$ cat src/rtl/seq_gen_tx.sv
// Serial pattern transmitter: sends pat MSB-first reps times, optional parity bit (SEQ_GEN_TX_PARITY_EN) and GAP_LEN idle gap.
// Latency: first bit on OUT one cycle after start is accepted; done pulses the cycle after the last bit.
// Backpressure: none; start is ignored while a transmission is in progress, abort ends it the next cycle.
module seq_gen_tx #(
    parameter int   PAT_W    = 4,
    parameter int   REP_W    = 4,
    parameter int   GAP_LEN  = 0,
    parameter logic IDLE_LVL = 1'b0
) (
    input  logic             clk,
    input  logic             res,
    input  logic             start,
    input  logic             abort,
    input  logic [PAT_W-1:0] pat,
    input  logic [REP_W-1:0] reps,
    output logic             OUT,
    output logic             valid,
    output logic             busy,
    output logic             done
);

    localparam int IDX_W = (PAT_W > 1) ? $clog2(PAT_W) : 1;
    localparam logic [IDX_W-1:0] IDX_LAST = IDX_W'(PAT_W - 1);
    localparam logic [3:0] GAP_LOAD = (GAP_LEN > 0) ? 4'(GAP_LEN - 1) : 4'd0;

    typedef enum logic [2:0] {
        IDLE,
        SEND,
`ifdef SEQ_GEN_TX_PARITY_EN
        PAR,
`endif
        GAP,
        FIN
    } state_t;

    state_t           state_q, state_d;
    logic [IDX_W-1:0] idx_q, idx_d;
    logic [REP_W-1:0] rep_q, rep_d;
    logic [3:0]       gap_q, gap_d;
    logic [PAT_W-1:0] pat_q, pat_d;
    logic             rep_end;
    logic             out_d, valid_d, busy_d, done_d;

    always_ff @(posedge clk) begin
        if (res) begin
            state_q <= IDLE;
            idx_q   <= '0;
            rep_q   <= '0;
            gap_q   <= '0;
            pat_q   <= '0;
            OUT     <= IDLE_LVL;
            valid   <= 1'b0;
            busy    <= 1'b0;
            done    <= 1'b0;
        end else begin
            state_q <= state_d;
            idx_q   <= idx_d;
            rep_q   <= rep_d;
            gap_q   <= gap_d;
            pat_q   <= pat_d;
            OUT     <= out_d;
            valid   <= valid_d;
            busy    <= busy_d;
            done    <= done_d;
        end
    end

    always_comb begin
        state_d = state_q;
        idx_d   = idx_q;
        rep_d   = rep_q;
        gap_d   = gap_q;
        pat_d   = pat_q;
        rep_end = 1'b0;

        case (state_q)
            IDLE: begin
                if (start && !abort) begin
                    pat_d   = pat;
                    rep_d   = reps;
                    idx_d   = IDX_LAST;
                    state_d = (reps == '0) ? FIN : SEND;
                end
            end
            SEND: begin
                if (idx_q == '0) begin
`ifdef SEQ_GEN_TX_PARITY_EN
                    state_d = PAR;
`else
                    rep_end = 1'b1;
`endif
                end else begin
                    idx_d = idx_q - IDX_W'(1);
                end
            end
`ifdef SEQ_GEN_TX_PARITY_EN
            PAR: rep_end = 1'b1;
`endif
            GAP: begin
                if (gap_q == 4'd0) begin
                    state_d = SEND;
                    idx_d   = IDX_LAST;
                end else begin
                    gap_d = gap_q - 4'd1;
                end
            end
            FIN:     state_d = IDLE;
            default: state_d = IDLE;
        endcase

        // Counter holds repetitions still to send including the current one, so reps=max never wraps.
        if (rep_end) begin
            if (rep_q <= REP_W'(1)) begin
                state_d = FIN;
            end else begin
                rep_d = rep_q - REP_W'(1);
                if (GAP_LEN > 0) begin
                    state_d = GAP;
                    gap_d   = GAP_LOAD;
                end else begin
                    state_d = SEND;
                    idx_d   = IDX_LAST;
                end
            end
        end

        if (abort && state_q != IDLE) begin
            state_d = IDLE;
        end

        // Outputs are decoded from the next state so OUT/valid/busy/done come straight from flops.
        out_d   = IDLE_LVL;
        valid_d = 1'b0;
        busy_d  = 1'b0;
        done_d  = 1'b0;
        case (state_d)
            SEND: begin
                out_d   = pat_d[idx_d];
                valid_d = 1'b1;
                busy_d  = 1'b1;
            end
`ifdef SEQ_GEN_TX_PARITY_EN
            PAR: begin
                out_d   = ^pat_d;
                valid_d = 1'b1;
                busy_d  = 1'b1;
            end
`endif
            GAP:     busy_d = 1'b1;
            FIN:     done_d = 1'b1;
            default: ;
        endcase
    end

endmodule

$ cat config.mk
export PLATFORM = sky130hd
export DESIGN_NAME = seq_gen_tx
export DESIGN_NICKNAME = d
export VERILOG_FILES = /design/src/rtl/seq_gen_tx.sv
export SDC_FILE = /design/constraint.sdc
export NUM_CORES = 1
export LEC_CHECK = 0
export CORE_ASPECT_RATIO = 0.8
export CORE_MARGIN = 2
export CORE_UTILIZATION = 55
export DETAILED_ROUTE_END_ITERATION = 7
export HOLD_SLACK_MARGIN = 0.05
export PLACE_DENSITY = 0.86
export SLEW_MARGIN = 0
export SYNTH_ARGS = -nofsm -noshare
export SYNTH_HDL_FRONTEND = slang
export SYNTH_SLANG_ARGS = --single-unit
$ cat constraint.sdc
create_clock -name clk -period 3.3 [get_ports clk]
set_input_delay 0.495 -clock clk [delete_from_list [all_inputs] [get_ports clk]]
set_output_delay 0.495 -clock clk [all_outputs]
set_load 0.03 [all_outputs]
==> impl_metrics.ini <==
[critical_path]
worstPathArrival_ns = 2.38
crit_fanout = 8
start_kind = flop
critPathCaptureType = flop
required_ns = 3.51
worstSetupPathType = reg2reg

[place]
dpl.hpwl_um = 1560
gp_congestion = 0.884
placed_area_um2 = 1180
dp_slack_ns = 0.944
port_buffers = 15

[power_and_ir_drop]
p_leak_nw = 0.480
ir_drop_uv = 329
powerDensity_nw_per_um2 = 376

[hold_path]
worstHoldPathType = reg2reg

[route]
dr.pass1.iters = 4
routed_wl_um = 2090
routed-via-count = 869
drc_errors = 0
postRouteAntennaNets = 0
post_drt_wl_per_cell_um = 13.5
drtIter0Drc = 19
vias_per_cell = 5.61

[layout]
diodes = 0
nets = 149
register_area_um2 = 420
drive_above_1_share_pct = 12.0
multi_input_area_um2 = 544
nFillCells = 123
utilization_pct = 71.8
fin_area_um2 = 1200
area_delta_synth_final_pct = 20.0

[sta]
skew_ns = 0.00181
setup_viol = 0
fin_ws_ns = 1.13
grt_setup_unrepaired = no
min_period_ns = 2.17
final.setup.tns_ns = 0
hold_viol_final = 0
min_period_over_period_pct = 65.7
drv_slew = 0
max_freq_ghz = 0.461
holdWs_ns = 0.487

[global_route]
grt_usage_pct = 21.9
grt_max_degree = 18
antenna_found_initial = 0
overflow = 0
grt_pass1_wl_um = 3510
grt_pass1_vias = 783

[floorplan]
core_area_um2 = 1680
initial_core_util_pct = 59.8
rows = 13
io_pins = 16
die_area_um2 = 2180
die_w_um = 51.7
die_y_um = 42.2

[synth]
synth_area_um2 = 1000
yosysTopAreaCell = dfxtp_1
synthTopCellsByCount = dfxtp_1 (21), nor2_1 (18), nand2_1 (15)
avgSynthCellArea_um2 = 8.57
synth.distinct_cells = 40
synth_top_area_share_pct = 41.9
async_flop_share_pct = 0
synth_cells = 117
ys_warn_count = 0
synth_nets = 132
synth_top_cells_by_area = dfxtp_1 (42%), nor2_1 (6.7%), nand2_1 (5.6%)
ys_seq_elements = 21
yosysSeqAreaShare_pct = 41.9
yosysMostFrequentCell = dfxtp_1
synth_ff_type = dfxtp_1
synth-edff-count = 0

[flow_run]
max-cap-violations = 0

[clock_network]
cts_hold_buf = 0
clkSlewWorstSetupHoldPaths_ns = 0.11
cts_max_path_buffers = 2
clock-sinks = 21
postCtsSetupRepairBufs = 0
insertion_delay_ns = 0.30
postCtsResizedCells = 0
ctsRootBufferMaster = clkbuf_4
cts_tree = yes
htree_levels = 1
cts_inserted_buffers = 3

[run_status]
status = completed
-- report_power, final --
part	total [W]	switching (W)	internal, W
Sequential	0.000269	0.00000760	0.000261
Combinational	0.0000623	0.0000300	0.0000323
Clock	0.000122	0.0000744	0.0000472
-- cell usage in the layout (no fill, tap or decap), drive strengths merged, types with 2 or more instances in the layout --
master,instances
a211o,2
a211oi,3
a21oi,7
and2,2
buf,2
clkbuf,4
clkdlybuf4s50,15
dfxtp,21
ha,3
inv,5
nand2,15
nand2b,2
nor2,19
nor2b,3
nor3,2
nor4,2
o21ai,2
or2,2
or3,2
xor2,2
-- layer usage --
layer  part of all wire (%)  wire length [um]  vias to the layer above  global-route usage, %
met4                    1.4                30                        0                   8.95
met1                     49              1020                      404                   29.0
met3                    5.5               115                        4                   6.43
met5                      0                 0                        -                      0
met2                     44               925                       25                   33.1
li1                       -                 -                      436                      -
-- critical path: stages (launching register included) --
cell and delay, ns:
dfxtp_1 0.44, inv_1 0.07, ha_1 0.22, or2_2 0.31
a211oi_4 0.42, nor2_2 0.11, mux2_4 0.31, o211a_1 0.20
-- sequential cells by signal, indices dropped and copies added (netlist names) --
signal	count
rep_q	4
gap_q	4
OUT	1
idx_q	2
busy	1
state_q	3
pat_q	4
done	1
valid	1
-- path summary, 6_finish.rpt --
kind | startpoint | end | slack (ns) | cells past startpoint
max | rep_q[0]$_SDFF_PP0_ | OUT$_SDFF_PP0_ | 1.13 | 7
max reg2reg | rep_q[0]$_SDFF_PP0_ | OUT$_SDFF_PP0_ | 1.13 | 7
min | pat_q[0]$_SDFF_PP0_ | pat_q[0]$_SDFF_PP0_ | 0.49 | 2
min reg2reg | pat_q[0]$_SDFF_PP0_ | pat_q[0]$_SDFF_PP0_ | 0.49 | 2
-- final cells by class --
| class | count | area share (%) |
|---|---|---|
| Tap cell | 22 | 2.29 |
| Inverter | 5 | 1.56 |
| Sequential cell | 21 | 35.0 |
| Clock buffer | 4 | 2.19 |
| Multi-Input combinational cell | 86 | 45.3 |
| Timing Repair Buffer | 17 | 13.7 |
-- metrics by stage --
step           cells  power, W
2_1_floorplan    117  0.000310
3_3_place_gp     151  0.000334
3_5_place_dp     151  0.000335
4_1_cts          155  0.000455
5_1_grt          155  0.000481
6_report         155  0.000453
-- cells by family after synthesis --
kind of cell	count (synthesis)	share of synthesized area [%]
compound gates	23	18.1
xor+xnor	3	2.62
fa+ha+maj	3	3.75
buf+inv	10	3.74
flops	21	41.9
mux	2	2.50
other cells	1	0.374
simple gates	54	27.0
Power figures use the tool's default switching activity.
